[config.mk]
export PLATFORM = sky130hd
export DESIGN_NAME = uart_frame_sched
export DESIGN_NICKNAME = d
export VERILOG_FILES = /design/src/rtl/uart_frame_sched.sv
export SDC_FILE = /design/constraint.sdc
export NUM_CORES = 1
export LEC_CHECK = 0
export ABC_AREA = 1
export BUFFER_PORTS_ARGS = -buffer_cell sky130_fd_sc_hd__buf_4
export CAP_MARGIN = 25
export CORE_MARGIN = 2
export CORE_UTILIZATION = 56
export CTS_CLUSTER_SIZE = 10
export DETAILED_ROUTE_END_ITERATION = 10
export HOLD_SLACK_MARGIN = 0.03
export PLACE_DENSITY_LB_ADDON = 0.08
export SLEW_MARGIN = 10
export SYNTH_ARGS = -nofsm -noshare
export SYNTH_HDL_FRONTEND = slang
export SYNTH_SLANG_ARGS = --single-unit
[constraint.sdc]
create_clock -name i_Clock -period 3.9 [get_ports i_Clock]
set_input_delay 0.195 -clock i_Clock [delete_from_list [all_inputs] [get_ports i_Clock]]
set_output_delay 0.195 -clock i_Clock [all_outputs]
set_load 0.01 [all_outputs]
[src/rtl/uart_frame_sched.sv]
// Groups UART bytes into fixed-length frames and buffers them in a FWFT FIFO with valid/ready output.
// Optional trailing XOR checksum byte per frame when FRAME_CHECKSUM_EN is defined.
module uart_frame_sched #(
    parameter int FRAME_BYTES  = 4,
    parameter int FIFO_DEPTH   = 8,
    parameter int TIMEOUT_CLKS = 2048
) (
    input  logic                          i_Clock,
    input  logic                          i_Reset,
    input  logic                          i_Rx_DV,
    input  logic [7:0]                    i_Rx_Byte,
    output logic [8*FRAME_BYTES-1:0]      o_Frame,
    output logic                          o_Valid,
    input  logic                          i_Ready,
    output logic                          o_Resync,
    output logic                          o_Overflow,
`ifdef FRAME_CHECKSUM_EN
    output logic                          o_Cksum_Err,
`endif
    output logic [$clog2(FIFO_DEPTH):0]   o_Level
);

    localparam int FW       = 8 * FRAME_BYTES;
    localparam int AW       = $clog2(FIFO_DEPTH);
    localparam int TMO_LAST = (TIMEOUT_CLKS > 0) ? TIMEOUT_CLKS - 1 : 0;

    typedef enum logic [1:0] {
        S_IDLE,
        S_COLLECT
`ifdef FRAME_CHECKSUM_EN
        , S_CHECK
`endif
    } state_e;

    state_e          state_q, state_d;
    logic [3:0]      cnt_q, cnt_d;
    logic [15:0]     tmo_q, tmo_d;
    logic [FW-1:0]   asm_q, asm_d;
    logic [AW:0]     wr_cnt_q, wr_cnt_d;
    logic [AW:0]     rd_cnt_q, rd_cnt_d;
    logic [FW-1:0]   head_q, head_d;
    logic            resync_q, resync_d;
    logic            ovf_q, ovf_d;
    logic [FW-1:0]   mem_q [FIFO_DEPTH];

    logic [FW-1:0]   shifted;
    logic [15:0]     tmo_inc;
    logic            tmo_hit;
    logic            frame_done;
    logic [FW-1:0]   push_data;
    logic [AW:0]     level;
    logic            full;
    logic            pop;
    logic            push;

`ifdef FRAME_CHECKSUM_EN
    logic            cerr_q, cerr_d;
    logic [7:0]      xsum;
`endif

    assign shifted = {asm_q[FW-9:0], i_Rx_Byte};
    assign tmo_inc = tmo_q + 16'd1;
    assign tmo_hit = (TIMEOUT_CLKS != 0) && (int'(tmo_inc) >= TMO_LAST);

    // NOTE: every signal driven here gets a default first, so no path can leave it unassigned and infer a latch.
    always_comb begin
        state_d    = state_q;
        cnt_d      = cnt_q;
        tmo_d      = tmo_q;
        asm_d      = asm_q;
        resync_d   = 1'b0;
        frame_done = 1'b0;
        push_data  = shifted;
`ifdef FRAME_CHECKSUM_EN
        cerr_d     = 1'b0;
        xsum       = 8'd0;
        for (int i = 0; i < FRAME_BYTES; i++) begin
            xsum = xsum ^ asm_q[8*i +: 8];
        end
`endif
        case (state_q)
            S_IDLE: begin
                if (i_Rx_DV) begin
                    asm_d   = shifted;
                    cnt_d   = 4'd1;
                    tmo_d   = 16'd0;
                    state_d = S_COLLECT;
                end
            end
            S_COLLECT: begin
                if (i_Rx_DV) begin
                    asm_d = shifted;
                    tmo_d = 16'd0;
                    if (cnt_q == 4'(FRAME_BYTES - 1)) begin
                        cnt_d = 4'd0;
`ifdef FRAME_CHECKSUM_EN
                        state_d = S_CHECK;
`else
                        frame_done = 1'b1;
                        state_d    = S_IDLE;
`endif
                    end else begin
                        cnt_d = cnt_q + 4'd1;
                    end
                end else if (tmo_hit) begin
                    resync_d = 1'b1;
                    cnt_d    = 4'd0;
                    tmo_d    = 16'd0;
                    state_d  = S_IDLE;
                end else begin
                    tmo_d = tmo_inc;
                end
            end
`ifdef FRAME_CHECKSUM_EN
            S_CHECK: begin
                push_data = asm_q;
                if (i_Rx_DV) begin
                    tmo_d   = 16'd0;
                    state_d = S_IDLE;
                    if (i_Rx_Byte == xsum) begin
                        frame_done = 1'b1;
                    end else begin
                        cerr_d = 1'b1;
                    end
                end else if (tmo_hit) begin
                    resync_d = 1'b1;
                    cnt_d    = 4'd0;
                    tmo_d    = 16'd0;
                    state_d  = S_IDLE;
                end else begin
                    tmo_d = tmo_inc;
                end
            end
`endif
            default: state_d = S_IDLE;
        endcase
    end

    // A full FIFO still accepts a push when the head is popped on the same edge.
    always_comb begin
        level    = wr_cnt_q - rd_cnt_q;
        full     = (level == (AW+1)'(FIFO_DEPTH));
        pop      = (level != '0) && i_Ready;
        push     = frame_done && (!full || pop);
        ovf_d    = ovf_q || (frame_done && full && !pop);
        wr_cnt_d = wr_cnt_q + {{AW{1'b0}}, push};
        rd_cnt_d = rd_cnt_q + {{AW{1'b0}}, pop};
        head_d   = head_q;
        if (wr_cnt_d != rd_cnt_d) begin
            if (push && (rd_cnt_d[AW-1:0] == wr_cnt_q[AW-1:0])) begin
                head_d = push_data;
            end else begin
                head_d = mem_q[rd_cnt_d[AW-1:0]];
            end
        end
    end

    // NOTE: state registers use non-blocking assignment so every flop samples pre-edge values.
    always_ff @(posedge i_Clock) begin
        if (i_Reset) begin
            state_q  <= S_IDLE;
            cnt_q    <= '0;
            tmo_q    <= '0;
            asm_q    <= '0;
            wr_cnt_q <= '0;
            rd_cnt_q <= '0;
            head_q   <= '0;
            resync_q <= 1'b0;
            ovf_q    <= 1'b0;
`ifdef FRAME_CHECKSUM_EN
            cerr_q   <= 1'b0;
`endif
        end else begin
            state_q  <= state_d;
            cnt_q    <= cnt_d;
            tmo_q    <= tmo_d;
            asm_q    <= asm_d;
            wr_cnt_q <= wr_cnt_d;
            rd_cnt_q <= rd_cnt_d;
            head_q   <= head_d;
            resync_q <= resync_d;
            ovf_q    <= ovf_d;
`ifdef FRAME_CHECKSUM_EN
            cerr_q   <= cerr_d;
`endif
        end
    end

    // NOTE: the frame storage is deliberately not reset; the pointers alone decide which entries are live.
    always_ff @(posedge i_Clock) begin
        if (push) begin
            mem_q[wr_cnt_q[AW-1:0]] <= push_data;
        end
    end

    assign o_Frame    = head_q;
    assign o_Valid    = (wr_cnt_q != rd_cnt_q);
    assign o_Level    = wr_cnt_q - rd_cnt_q;
    assign o_Resync   = resync_q;
    assign o_Overflow = ovf_q;
`ifdef FRAME_CHECKSUM_EN
    assign o_Cksum_Err = cerr_q;
`endif

endmodule

==> results of run 1 <==
## synthesized netlist by cell type (all sizes together)
cell type  instances
fa                 1
o21ai            134
ha                10
or2               22
nor3              10
nand2            214
a21oi             23
buf               18
nand4             12
clkinv             1
inv               82
dfxtp             87
edfxtp           256
xnor2              9
nand3b             2
o221ai            40
xor2               6
nand3            166
nor2             170
clkbuf            61
a31o               1
## routing by layer
metal	vias to the layer above	track usage	part of all wire
met5	-	0	0
met4	0	0.0720	0.016
met3	44	0.0377	0.057
met2	305	0.437	0.49
met1	4866	0.365	0.44
li1	4730	-	-
## power by group
part           total [µW]  switching (µW)  internal [µW]
combinational        4360            2840           1520
sequential           4220             126           4100
clock                3360            1370           1980
## kinds of logic (layout without fill, tap and decap cells)
kind of cell	Yosys count	in the layout	synth area share
simple gates	596	596	0.183
flops	343	343	0.669
compound gates	198	198	0.0815
buf+inv	162	248	0.0452
xor+xnor	15	15	0.0107
fa+ha+maj	11	11	0.0103
## state kept, by name (all words and copies together), names as in the netlist
name / count
wr_cnt_q: 4
cnt_q: 4
mem_q: 256
tmo_q: 16
o_Frame: 32
state_q: 1
asm_q: 24
rd_cnt_q: 4
o_Resync: 1
o_Overflow: 1
## final cells by class
cell class	count	area (µm²)	share of cell area
multi-input combinational	820	4090	0.253
sequential	343	9430	0.582
inverter	83	313	0.0193
clock buffer	70	1140	0.0707
timing repair buffer	92	776	0.0479
tap	330	413	0.0255
clock inverter	3	21.3	0.00131
## metrics by stage
| stage | instance area [µm²] | setup slack [ns] | util |
|---|---|---|---|
| after floorplan | 14100 | -0.449 | - |
| after global placement | 14900 | 0.431 | 0.598 |
| after detailed placement | 14900 | 0.386 | 0.598 |
| after CTS | 16200 | 0.366 | 0.649 |
| after global routing | 16200 | 0.0614 | 0.649 |
| final | 16200 | 0.305 | 0.649 |
## critical path: cells and delay by family, from the launching register on
| kind | cells | cell delay, ns |
|---|---|---|
| fa+ha+maj | 4 | 1.05 |
| simple gates | 6 | 0.79 |
| buf+inv | 4 | 0.72 |
| flops | 1 | 0.37 |
| xor+xnor | 2 | 0.36 |
| compound gates | 1 | 0.14 |
## worst min-delay path by stage
stage                  from  slack (ns)  cells past startpoint           to
2_1_floorplan  i_Rx_Byte[0]        0.29                      0  mem_q[0][0]
3_3_place_gp     o_Overflow        0.44                      2   o_Overflow
3_5_place_dp     o_Overflow        0.45                      2   o_Overflow
4_1_cts             i_Rx_DV        0.04                      4     cnt_q[0]
5_1_grt             i_Rx_DV        0.07                      4     cnt_q[0]
6_report            i_Rx_DV        0.05                      4     cnt_q[0]
## what timing repair did
item | CTS | global route
gates resized for setup | 0 | 0
hold endpoints to repair | 72 | 0
hold buffers | 9 | 0
setup endpoints to repair | 0 | 0
==> out/results.ini, run 1 <==
[final_layout]
final_cell_mix=256 x edfxtp_1, 213 x nand2_1, 166 x nand3_1, 161 x nor2_1, 113 x o21ai_0
fillers=1999
final_nets=1403
n_antenna_cell=0
final_cells=1741
syn_to_final_growth_pct=14.9
final_layout_size_suffix_gt1_frac=0.118
layout_commonest_cell=edfxtp_1

[detailed_routing]
viasPerCell=5.71
drcViolationCount=0
num_vias=9945
wire_per_inst_um=19.5
dr.pass1.iters=7
first_iter_violations=915
routed_wl_um=33900
postRouteAntennaNets=0

[floorplan]
std_cell_rows=58
die_area_mm2=0.0264
core_mm2=0.0250
die-height_um=163
initial_utilization=0.564
die_w_um=163
io_pins=51

[clocking]
clock_sink_count=343
htree_levels=2
cts_tree=yes
post-cts-setup-buffers=0
cts_root_buffer=clkbuf_16
clock_latency_ns=0.52
numCtsBuffers=40
clk_path_buf_depth=3
path_clk_slew_ns=0.05

[synth]
yosys-top-cells-area=edfxtp_1 55%, dfxtp_1 12%, nand3_1 5.9%
ys_seq_area_frac=0.669
synth.distinct_cells=32
yosysWarnings=0
ys_seq_elements=343
yosysTopAreaCell=edfxtp_1
syn_inst=1325
syn_nets=1348
postSynthAreaPerCell_um2=10.6
synthesis.area_mm2=0.0141
yosysTopAreaCellShare=0.546

[sta]
max_freq_mhz=278
setup_tns_ns=0
slew_violations=0
rsz0062_at_grt=no
finalHoldViolations=0
min_period_ns=3.60
setup_viol=0
relSlewSlack=0.400
fin_skew_ns=0.00873
tightestPinTransition_ns=0.899
period_share=0.922
hold_ws_ns=0.0503

[placed_design]
io_buffers=50
gp_congestion=0.848
dp_cells=1659
hpwl_um=18600

[setup_path]
start_kind=register
slowest_delay_ns=0.50
critical_path.cell_chain=inv_1, ha_1, inv_1, fa_1, nor2_1, nand2_1, nor2_1, a21oi_2, ha_1, ha_1, xnor2_1, xnor2_1, nand4_4, buf_4, nand3_1, nand3_1, inv_1
rrSetupSlack_ns=0.30
worstPathRequired_ns=4.31
endpoint=o_Frame[28]
cp.arrival_ns=4.01
r2r-start=wr_cnt_q[0]
path_class=register to register
startpoint=wr_cnt_q[0]
worst_r2r_endpoint=o_Frame[28]
reg2regPathDepth=17
crit_path_top_delay_cell=buf_4
crit_path_end_kind=register
critPathMaxFanout=43

[grt]
grt_usage=0.262
antenna_found_initial=0
grt_first_pass_wirelength_um=53200
grt_max_degree=96
overflow=0
grt_pass1_vias=9546

[power_and_ir_drop]
p_leak_uw=0.00601
p_total_uw=11900
power.density_mw_per_mm2=737
ir_worst_vdd_mv=1.01

[outcome]
run_status=complete, no violations

[worst_hold_path]
hp-class=input pin to register

[flow_run]
drv_cap=0

No activity file was read; power rests on OpenSTA's default activity.
==> run 2: changes to the inputs <==
Settings changed: CAP_MARGIN 25 to default, CELL_PAD_IN_SITES_DETAIL_PLACEMENT from default to 1, CELL_PAD_IN_SITES_GLOBAL_PLACEMENT from default to 1, CORE_UTILIZATION 56 to 53.
Clock period 3.9 ns to 4.3 ns, I/O delays scaled along.
==> out/results.ini, run 2 (synthesized netlist as in run 1, its figures left out) <==
[power_and_ir_drop]
p_total_uw=11000
ir_worst_vdd_mv=1.40
p_leak_uw=0.00599
power.density_mw_per_mm2=681

[placed_design]
io_buffers=50
place_ws_ns=0.383
dp_cells=1661
gp_congestion=0.784
hpwl_um=22500

[floorplan]
die-height_um=167
io_pins=51
die_area_mm2=0.0279
core_mm2=0.0261
std_cell_rows=59
die_w_um=167
initial_utilization=0.541

[sta]
relSlewSlack=0.466
max_freq_mhz=251
fin_skew_ns=0.0214
tightestPinTransition_ns=0.798
slew_violations=0
min_period_ns=3.99
setup_viol=0
hold_ws_ns=0.0893
rsz0062_at_grt=no
period_share=0.927
layout_setup_ws_ns=0.314
finalHoldViolations=0

[grt]
gr-usage-met3=0.0475
met2_usage=0.498
grt_pass1_vias=11300
grt_usage=0.293
grt_first_pass_wirelength_um=63300
antenna_found_initial=0
overflow=0
grt_max_degree=130
use_met1=0.387
busiest_layer=met2

[setup_path]
path_class=register to register
worstPathRequired_ns=4.74
critPathMaxFanout=44
cp.arrival_ns=4.43
start_kind=register
crit_path_end_kind=register

[final_layout]
largest_reg_flops=256
final_layout_size_suffix_gt1_frac=0.116
final_cell_mix=256 x edfxtp_1, 213 x nand2_1, 166 x nand3_1, 161 x nor2_1, 113 x o21ai_0
final_cells=1741
n_antenna_cell=0
syn_to_final_growth_pct=14.7
final_nets=1401
layout_commonest_cell=edfxtp_1
postLayoutCoreUtil=0.620

[outcome]
run_status=complete, no violations

[worst_hold_path]
hp-class=input pin to register

[clocking]
clk_path_buf_depth=3
cts_root_buffer=clkbuf_16
clock_latency_ns=0.55
post-cts-setup-buffers=0
numCtsBuffers=40
htree_levels=2
clock_sink_count=343
path_clk_slew_ns=0.06
cts_tree=yes

[detailed_routing]
first_iter_violations=918
drcViolationCount=0
postRouteAntennaNets=0
routed_wl_um=40100
num_vias=10400
viasPerCell=6.00
wire_per_inst_um=23.0
dr.pass1.iters=5

[flow_run]
drv_cap=0

## run 2: timing repair
action                                 CTS  global route
setup endpoints to repair                0             3
resized for setup                        0             1
endpoints found under the hold margin   69             0
hold buffers                            10             0
## run 2: area by class of cell
type                            count  area, µm²
Clock buffer                       65       1090
Clock inverter                      5       57.6
Fill cell                        2718       9900
Inverter                           83        314
Multi-Input combinational cell    820       4090
Sequential cell                   343       9430
Tap cell                          335        419
Timing Repair Buffer               90        751
## run 2: power breakdown
part | switching [µW] | internal [µW]
sequential | 136 | 3710
combinational | 2720 | 1380
clock | 1310 | 1740
total | 4160 | 6840
## run 2: routing by layer
layer / wire, µm / part of all wire
met2: 20100 / 0.50
met5: 0 / 0
met1: 16500 / 0.41
met3: 2550 / 0.064
met4: 930 / 0.023
## run 2: final timing paths
check	start	slack [ns]	cells past startpoint	end
setup reg to reg	wr_cnt_q[2]	0.31	15	o_Frame[30]
hold reg to reg	o_Overflow	0.46	2	o_Overflow
hold / removal	i_Reset	0.09	2	wr_cnt_q[2]
setup / recovery	wr_cnt_q[2]	0.31	15	o_Frame[30]
## run 2: critical path, stage by stage (launching register included)
cell	delay, ns
dfxtp_1	0.60
ha_1	0.37
a21oi_1	0.17
nand2_1	0.08
xor2_1	0.18
o21ai_0	0.17
inv_1	0.09
ha_4	0.16
ha_2	0.50
buf_4	0.34
xnor2_1	0.21
nand4_4	0.13
buf_4	0.33
or2_2	0.35
nand3_1	0.11
inv_1	0.06
## run 2: through the flow
step	area (µm²)	TNS, ns
2_1_floorplan	14100	-6.33
3_3_place_gp	14900	0
3_5_place_dp	14900	0
4_1_cts	16200	0
5_1_grt	16200	0
6_report	16200	0
==> run 3: changes to the inputs <==
Clock period 4.3 ns to 5.12 ns, I/O delays scaled along.
==> out/results.ini, run 3 (synthesized netlist as in run 1, its figures left out) <==
[sta]
hold_ws_ns=0.0720
rsz0062_at_grt=no
min_period_ns=4.35
setup_viol=0
fin_skew_ns=0.0221
max_freq_mhz=230
period_share=0.851
layout_setup_ws_ns=0.765
slew_violations=0
relSlewSlack=0.390
finalHoldViolations=0
setup_tns_ns=0
tightestPinTransition_ns=0.913

[final_layout]
postLayoutCoreUtil=0.622
ff_latch_area_mm2=0.00943
largest_reg_flops=256
final_nets=1393
syn_to_final_growth_pct=15.1
fillers=2758
n_antenna_cell=0
final_layout_size_suffix_gt1_frac=0.115
layout_commonest_cell=edfxtp_1
multi_input_area_mm2=0.00409
final_cell_mix=256 x edfxtp_1, 213 x nand2_1, 166 x nand3_1, 161 x nor2_1, 113 x o21ai_0

[grt]
antenna_found_initial=0
grt_usage=0.289
grt_max_degree=130
grt_pass1_vias=11000
overflow=0
grt_first_pass_wirelength_um=62300

[clocking]
clock_latency_ns=0.54
post-cts-setup-buffers=0
cts_root_buffer=clkbuf_16
path_clk_slew_ns=0.06
clk_path_buf_depth=3
htree_levels=2
numCtsBuffers=42
cts_tree=yes
ctsHoldBuffers=8
clock_sink_count=343
cts_resized=0

[setup_path]
start_kind=register
path_class=register to register
critPathMaxFanout=69
cp.arrival_ns=4.83
reg2regPathDepth=19
worstPathRequired_ns=5.60
crit_path_end_kind=register

[placed_design]
place_ws_ns=0.931
io_buffers=50
gp_congestion=0.786
hpwl_um=21700

[power_and_ir_drop]
p_sw_frac=0.369
p_switching_uw=3510
combPwrFrac=0.361
ir_worst_vdd_mv=0.751
p_total_uw=9520
internal_power_uw=6000
seqPwrFrac=0.339
power_frac_clock=0.300
p_leak_uw=0.00602
power.density_mw_per_mm2=587

[flow_run]
drv_cap=0

[floorplan]
die_area_mm2=0.0279
initial_utilization=0.541
std_cell_rows=59
core_mm2=0.0261
die-height_um=167
die_w_um=167
io_pins=51

[worst_hold_path]
hp-class=input pin to register
whs_path_depth=4

[detailed_routing]
drcViolationCount=0
num_vias=10400
routed_wl_um=39600
dr.pass1.iters=5
wire_per_inst_um=22.8
viasPerCell=5.98
first_iter_violations=808
postRouteAntennaNets=0

[outcome]
run_status=complete, no violations

==> run 3: changes by cell type in the layout (fill, tap and decap cells not counted), sizes merged <==
| cell | previous run | this run |
|---|---|---|
| clkbuf | 65 | 70 |
| dlygate4sd3 | 10 | 8 |
| inv | 80 | 84 |
| bufinv | 0 | 3 |
| buf | 80 | 72 |
| clkinv | 8 | 3 |
==> run 3: path summary, 6_finish.rpt <==
check,from,endpoint,slack [ns]
worst max-delay path,wr_cnt_q[0],o_Frame[18],0.77
worst min-delay path,i_Ready,o_Overflow,0.07
worst max register to register,wr_cnt_q[0],o_Frame[18],0.77
worst min register to register,o_Overflow,o_Overflow,0.45
==> run 3: worst max-delay path, cell delays in order, from the launching register on <==
cell	delay (ns)
dfxtp_1	0.38
inv_1	0.10
ha_1	0.22
inv_1	0.09
fa_1	0.43
nor2_1	0.14
nand2_1	0.09
o21ai_0	0.18
inv_1	0.09
ha_4	0.32
buf_4	0.57
buf_4	0.75
nand2_1	0.17
nand3_1	0.14
nand3_1	0.12
nand3_1	0.13
o21ai_1	0.12
nand2_1	0.09
nand2_1	0.07
inv_1	0.05
==> run 3: area by class of cell <==
class | instances | area share
Clock buffer | 70 | 0.0732
Clock inverter | 7 | 0.00810
Inverter | 83 | 0.0193
Multi-Input combinational cell | 820 | 0.252
Sequential cell | 343 | 0.581
Tap cell | 335 | 0.0258
Timing Repair Buffer | 80 | 0.0398
==> run 3: routing by layer <==
metal / part of all wire / wire length [µm] / track usage / vias to the layer above
met1: 0.41 / 16200 / 0.376 / 5276
met2: 0.50 / 19900 / 0.495 / 341
met4: 0.026 / 1020 / 0.0956 / 0
li1: - / - / - / 4700
met3: 0.064 / 2540 / 0.0506 / 79
met5: 0 / 0 / 0 / -
==> run 3: metrics by stage <==
| stage | area, µm² | std cells |
|---|---|---|
| after floorplan | 14100 | 1325 |
| after global placement | 14800 | 1653 |
| after detailed placement | 14800 | 1653 |
| after CTS | 16200 | 1738 |
| after global routing | 16200 | 1738 |
| final | 16200 | 1738 |
==> run 3: power by group through the flow <==
stage                     Combinational (µW)  Sequential, µW  Clock (µW)
final                                   3430            3220        2860
after global routing                    3820            3240        3010
after CTS                               3430            3230        2900
after detailed placement                3390            3280           0
after global placement                  3210            3270           0
after floorplan                         2260            3290           0
